--- config.mk ---
export PLATFORM = sky130hd
export DESIGN_NAME = alu_seq_machine
export DESIGN_NICKNAME = d
export VERILOG_FILES = /design/src/rtl/alu_seq_machine.sv
export SDC_FILE = /design/constraint.sdc
export NUM_CORES = 1
export LEC_CHECK = 0
export CAP_MARGIN = 40
export CORE_UTILIZATION = 45
export DETAILED_ROUTE_END_ITERATION = 12
export PLACE_DENSITY = 0.65
export SKIP_CTS_REPAIR_TIMING = 1
export SKIP_LAST_GASP = 1
export SYNTH_ARGS = -nofsm -noshare
export SYNTH_HDL_FRONTEND = slang
export SYNTH_SLANG_ARGS = --single-unit
--- constraint.sdc ---
create_clock -name clk -period 2.5 [get_ports clk]
set_clock_uncertainty 0.05 [all_clocks]
set_input_delay 0.625 -clock clk [delete_from_list [all_inputs] [get_ports clk]]
set_output_delay 0.625 -clock clk [all_outputs]
set_load 0.01 [all_outputs]
--- src/rtl/alu_seq_machine.sv ---
// alu_seq_machine: multi-cycle unsigned ALU with valid/ready handshakes.
//   OP 00 add, 01 multiply (shift-add), 10 divide (restoring), 11 subtract.
// Ports:
//   clk, rst            clock, synchronous active-high reset
//   in_valid/in_ready   operand handshake (A, B, OP captured on accept)
//   out_valid/out_ready result handshake (Out, Extra, dz held until consumed)
//   Out                 primary result (sum, difference, low product, quotient)
//   Extra               carry, borrow, high product or remainder
//   dz                  divide-by-zero flag
module alu_seq_machine #(
    parameter int unsigned WIDTH = 4
) (
    input  logic             clk,
    input  logic             rst,
    input  logic             in_valid,
    output logic             in_ready,
    input  logic [WIDTH-1:0] A,
    input  logic [WIDTH-1:0] B,
    input  logic [1:0]       OP,
    output logic             out_valid,
    input  logic             out_ready,
    output logic [WIDTH-1:0] Out,
    output logic [WIDTH-1:0] Extra,
    output logic             dz
);
    localparam int unsigned CW = $clog2(WIDTH + 1);
    localparam logic [1:0] OP_MUL = 2'b01;
    localparam logic [1:0] OP_DIV = 2'b10;
    localparam logic [1:0] OP_SUB = 2'b11;

    typedef enum logic [1:0] {S_IDLE, S_CALC, S_DONE} state_e;

    state_e               state_q, state_d;
    logic [WIDTH-1:0]     a_q, a_d, b_q, b_d;
    logic [1:0]           op_q, op_d;
    logic [CW-1:0]        cnt_q, cnt_d;
    logic [2*WIDTH-1:0]   acc_q, acc_d;
    logic [WIDTH-1:0]     rem_q, rem_d;
    logic [WIDTH-1:0]     out_q, out_d, extra_q, extra_d;
    logic                 dz_q, dz_d, in_ready_q, in_ready_d, out_valid_q, out_valid_d;

    logic [WIDTH:0]       add_sum, sub_diff, mul_sum, div_trial, div_diff;
    logic [2*WIDTH-1:0]   mul_next;
    logic                 div_ge;
    logic [WIDTH-1:0]     div_rem_next, div_q_next;

    // Next-state, datapath step and registered outputs
    always_comb begin
        state_d     = state_q;
        a_d         = a_q;
        b_d         = b_q;
        op_d        = op_q;
        cnt_d       = cnt_q;
        acc_d       = acc_q;
        rem_d       = rem_q;
        out_d       = out_q;
        extra_d     = extra_q;
        dz_d        = dz_q;

        add_sum  = {1'b0, A} + {1'b0, B};
        sub_diff = {1'b0, A} - {1'b0, B};

        // Multiply: acc = {high partial, remaining multiplier bits}; add then shift right
        mul_sum  = {1'b0, acc_q[2*WIDTH-1:WIDTH]} + (acc_q[0] ? {1'b0, a_q} : '0);
        mul_next = {mul_sum, acc_q[WIDTH-1:1]};

        // Divide: acc low half shifts dividend out MSB-first and quotient bits in
        div_trial    = {rem_q, acc_q[WIDTH-1]};
        div_diff     = div_trial - {1'b0, b_q};
        div_ge       = ~div_diff[WIDTH];
        div_rem_next = div_ge ? div_diff[WIDTH-1:0] : div_trial[WIDTH-1:0];
        div_q_next   = {acc_q[WIDTH-2:0], div_ge};

        case (state_q)
            S_IDLE: begin
                if (in_valid && in_ready_q) begin
                    a_d  = A;
                    b_d  = B;
                    op_d = OP;
                    if (OP == OP_MUL || OP == OP_DIV) begin
                        acc_d   = (OP == OP_MUL) ? {{WIDTH{1'b0}}, B} : {{WIDTH{1'b0}}, A};
                        rem_d   = '0;
                        cnt_d   = CW'(WIDTH);
                        state_d = S_CALC;
                    end else begin
                        out_d   = (OP == OP_SUB) ? sub_diff[WIDTH-1:0] : add_sum[WIDTH-1:0];
                        extra_d = (OP == OP_SUB) ? WIDTH'(sub_diff[WIDTH]) : WIDTH'(add_sum[WIDTH]);
                        dz_d    = 1'b0;
                        state_d = S_DONE;
                    end
                end
            end
            S_CALC: begin
                cnt_d = cnt_q - CW'(1);
                if (op_q == OP_MUL) begin
                    acc_d = mul_next;
                end else begin
                    acc_d = {acc_q[2*WIDTH-1:WIDTH], div_q_next};
                    rem_d = div_rem_next;
                end
                if (cnt_q == CW'(1)) begin
                    state_d = S_DONE;
                    if (op_q == OP_MUL) begin
                        out_d   = mul_next[WIDTH-1:0];
                        extra_d = mul_next[2*WIDTH-1:WIDTH];
                        dz_d    = 1'b0;
                    end else if (b_q == '0) begin
                        out_d   = '1;
                        extra_d = a_q;
                        dz_d    = 1'b1;
                    end else begin
                        out_d   = div_q_next;
                        extra_d = div_rem_next;
                        dz_d    = 1'b0;
                    end
                end
            end
            S_DONE: begin
                if (out_ready) begin
                    state_d = S_IDLE;
                end
            end
            default: state_d = S_IDLE;
        endcase

        in_ready_d  = (state_d == S_IDLE);
        out_valid_d = (state_d == S_DONE);
    end

    // State and output registers
    always_ff @(posedge clk) begin
        if (rst) begin
            state_q     <= S_IDLE;
            a_q         <= '0;
            b_q         <= '0;
            op_q        <= '0;
            cnt_q       <= '0;
            acc_q       <= '0;
            rem_q       <= '0;
            out_q       <= '0;
            extra_q     <= '0;
            dz_q        <= 1'b0;
            in_ready_q  <= 1'b1;
            out_valid_q <= 1'b0;
        end else begin
            state_q     <= state_d;
            a_q         <= a_d;
            b_q         <= b_d;
            op_q        <= op_d;
            cnt_q       <= cnt_d;
            acc_q       <= acc_d;
            rem_q       <= rem_d;
            out_q       <= out_d;
            extra_q     <= extra_d;
            dz_q        <= dz_d;
            in_ready_q  <= in_ready_d;
            out_valid_q <= out_valid_d;
        end
    end

    assign in_ready  = in_ready_q;
    assign out_valid = out_valid_q;
    assign Out       = out_q;
    assign Extra     = extra_q;
    assign dz        = dz_q;

endmodule
==> results.md <==
- The reported leakage power is ~1.3 nW.
- The number of inserted filler cells in the final layout is 502.
- The clock-pin slew of the registers on the worst-case setup and hold paths is 0.07 ns.
- For the worst flop-to-flop path, the logic depth is 9.
- The instance area at placement is around 0.003 mm2.
- From synthesis to final layout, the design area changed by 23.8%.
- The average routed wire per standard cell is 15.0 um.
- The start of the worst register-to-register path is b_q[0]$_SDFFE_PP0P_.
- The worst hold slack is about 0.44 ns.
- Across the run, the number of max-cap violations was 0.
- Counting distinct cell types in the post-synthesis netlist gives 53.
- Counting instances, the worst hold path has a depth of 2.
- In the routed design, unresolved DRC markers number 0.
- The dominant register cell in the synthesized netlist is dfxtp_1.
- The largest net degree at the start of global routing is 28.
- After layout, the worst path uses 95.3% of the clock period.
- The diode insertion count for antenna repair is 0.
- The remaining max-slew budget at the tightest pin is a little under two thirds.
- The mean cell area of the mapped netlist is between 7 and 8 um2.
- The critical path class is primary input to flop.
- The number of antenna violations at the first check in global routing is 0.
- The floorplan step set the die height to 76.6 um.
- The highest-delay cell along the critical path is clkdlybuf4s50_1.
- The number of buffers on the longest clock path is 2.
- The overflow left after global routing is 0.
- The ratio of cells with drive above 1 in the final layout is 11.7%.
- The TritonCTS sink count is 38.
- The min-delay analysis places its worst path in the category flop to flop.
- In the global route stage, overall resource usage came out at a little under a quarter.
- Of the synthesized area, sequential elements account for around 30%.
- The maximum fanout count along the critical path is 3.
- Setup repair after global routing left no endpoint under its margin.
- The weighted congestion at the end of routability-driven global placement is 0.879.
- Counting every instance in the synthesized netlist gives 315.
- TritonCTS built the clock tree.
- The maximum achievable frequency is around 420 MHz.
- The area enclosed by the die boundary is just under 0.006 mm2.
- After synthesis, the share of flip-flops with an asynchronous set or reset is 0%.
- The biggest area contributor in the post-synthesis netlist is dfxtp_1.
- The first global-routing pass estimated approximately 11 mm of wire.
- The critical path capture point type is a flop.
- The net count after synthesis is ~350.
- For this design the top-level I/O count stands at 25.
- After detailed placement, the design holds a cell count of approximately 420.
- The number of buffers added by the clock tree synthesis step is 5.
- The source of the worst hold timing path is a_q[1]$_SDFFE_PP0P_.
- The area of the mapped netlist is approximately 0.0025 mm2.
- The critical path goes through clkdlybuf4s50_1 > ha_1 > fa_1 > nor2b_1 > o31ai_1 > o311ai_0 > a21oi_1 > a311oi_1.
- The worst setup path is launched from a primary input.
- The flow ran to the end, and the final reports show no timing, DRC or antenna violations.
- Wires add up to ~6.4 mm.
- The root buffer cell is clkbuf_8.
- The insertion delay to the later sink of the worst-skew pair is just under 0.3 ns.
- Setup violations remaining at the end of the flow were counted as 0.
- The width of the die is ~77 um.
- The detailed router's first-iteration violation count is between 100 and 150.
- The number of enable flip-flop cells after synthesis is 0.
- The number of storage elements in the synthesis netlist is 38.
- The start point of the critical path is A[0].
- The via density per instance is between 5 and 6.
- STA puts the critical path data arrival time at 2.50 ns.
- The via count of the first global-routing pass came to between 2000 and 2500.
- The critical path required time is around 2.6 ns.
- The number of nets in the layout is about 400.
- The count of final max-slew check failures is 0.
- The actual slew at the worst max-slew pin is 0.539 ns.
- In this run the power density over the cells is between 600 and 700 mW/mm2.
- CTS built an H-tree with a depth of 2.
- The count of cell instances traversed by the critical path is 8.
- The final count of hold timing violations was 0.
- The area of all placed cells without fillers is ~0.0031 mm2.
- Across all setup checks in the final design, the least slack found is between 0.1 and 0.15 ns.
- The buffering stage count on the worst path with inverters included is 1.
- The via count is about 2400.
- The cell family contributing the most delay on the critical path is adder cells.
- The starting density of the core is a little under half.
- For this run, the number of Yosys warnings is 0.
- The total area inside the core boundary comes to 0.00524 mm2.
- The post-route non-filler standard cell count is 429.
- The post-placement setup slack is -0.168 ns.
- The iteration count of the initial detailed-routing pass is 4.
- The total half-perimeter wirelength after legalization and detailed placement is ~5 mm.
- Yosys attributes the largest share of cell area to dfxtp_1 (30%), ha_1 (10%), a21oi_1 (7.2%), nand2_1 (5.8%), nor2_1 (4.3%).
- In this run the biggest area consumer among cell types represents 30.4% of the synthesized area.
- In this run the tool buffered the top-level ports with 24 buffer cells.
- Row generation in the floorplan step produced 26 rows.
- The post-route antenna net violation count is 0.
- The clock period minus worst slack is 2.38 ns.
- The worst-case IR drop observed on VDD is ~0.00032 V.
- For this run, the slowest stage of the critical path takes around 0.46 ns.
per-layer routing:
layer  vias to the layer above  share of wire [%]  GRT usage (%)
met5                         -                  0              0
met4                         0                1.8           8.46
met3                        10                3.8           3.47
met2                        57                 44           37.6
met1                      1090                 50           32.6
li1                       1205                  -              -
cells in the final DEF, fill, tap and decap left out, types with 5 or more instances in the layout:
cell type	synthesis	final
a21oi_1	36	36
dfxtp_1	38	37
nand2b_1	11	11
nor2b_1	5	5
nand3b_1	5	5
nand3_1	6	6
nor3_1	8	8
clkbuf_8	0	6
o21ai_0	11	11
inv_1	15	15
nor2_1	29	29
mux2i_1	5	5
buf_4	0	28
a211oi_1	11	10
a21o_1	7	7
ha_1	20	20
nand2_1	39	39
clkdlybuf4s50_1	0	24
synthesized netlist by cell type, types with 3 or more instances:
master	count
nor2b_1	5
a22oi_1	3
nand2b_1	11
inv_1	15
a21oi_1	36
nor3_1	8
fa_1	4
a31oi_1	3
and2_1	4
dfxtp_1	38
a21o_1	7
clkbuf_1	11
a211oi_1	11
mux2i_1	5
o21ai_0	11
nor2_1	29
nand3b_1	5
ha_1	20
nand3_1	6
nand2_1	39
metrics by stage:
stage	utilization, %	power [W]	TNS [ns]
global route	59.2	0.00211	0
floorplan	-	0.00117	0
detailed placement	56.7	0.00143	-0.663
CTS	58.8	0.00197	0
finish	59.2	0.00199	0
global placement	56.7	0.00142	-0.565
layout make-up:
type / instances / area [um2] / share of cell area [%]
Multi-Input combinational cell: 247 / 1630 / 52.6
Tap cell: 70 / 87.6 / 2.82
Timing Repair Buffer: 52 / 450 / 14.5
Clock buffer: 6 / 82.6 / 2.66
Inverter: 15 / 56.3 / 1.82
Sequential cell: 38 / 762 / 24.6
Clock inverter: 1 / 30.0 / 0.968
report_power, final:
group | leakage, nW | total, W | switching [W] | internal, W
clock network | 0.0573 | 0.000540 | 0.000221 | 0.000319
logic | 0.917 | 0.000717 | 0.000382 | 0.000335
registers | 0.311 | 0.000729 | 0.0000609 | 0.000668
kinds of logic (layout without fill, tap and decap cells):
family                     count (synthesis)  count (layout)  share of synthesized area [%]
adders and majority gates                 24              24                           13.2
muxes                                      5               5                           2.00
and+or+nand+nor                          121             121                           24.1
DFF                                       38              38                           30.4
xor gates and xnor gates                   4               4                           1.40
buffers and inverters                     30              74                           4.89
AOI/OAI and AO/OA                         93              93                           24.0
final timing paths:
| path | to | slack [ns] |
|---|---|---|
| setup / recovery | Extra[0]$_SDFFE_PP0P_ | 0.12 |
| hold / removal | a_q[1]$_SDFFE_PP0P_ | 0.44 |
| setup reg to reg | Extra[1]$_SDFFE_PP0P_ | 0.16 |
| hold reg to reg | a_q[1]$_SDFFE_PP0P_ | 0.44 |
state kept, by name, summed over array words and instances (netlist names):
| register | flops |
|---|---|
| acc_q | 8 |
| Extra | 4 |
| Out | 4 |
| a_q | 4 |
| b_q | 4 |
| rem_q | 4 |
| cnt_q | 3 |
| op_q | 2 |
| state_q | 2 |
| dz | 1 |
| in_ready | 1 |
| out_valid | 1 |
worst min-delay path: stages (launching register included):
cell,delay [ns]
dfxtp_1,0.33
nand2_1,0.06
a21oi_1,0.05
No activity file was read; power rests on OpenSTA's default activity.
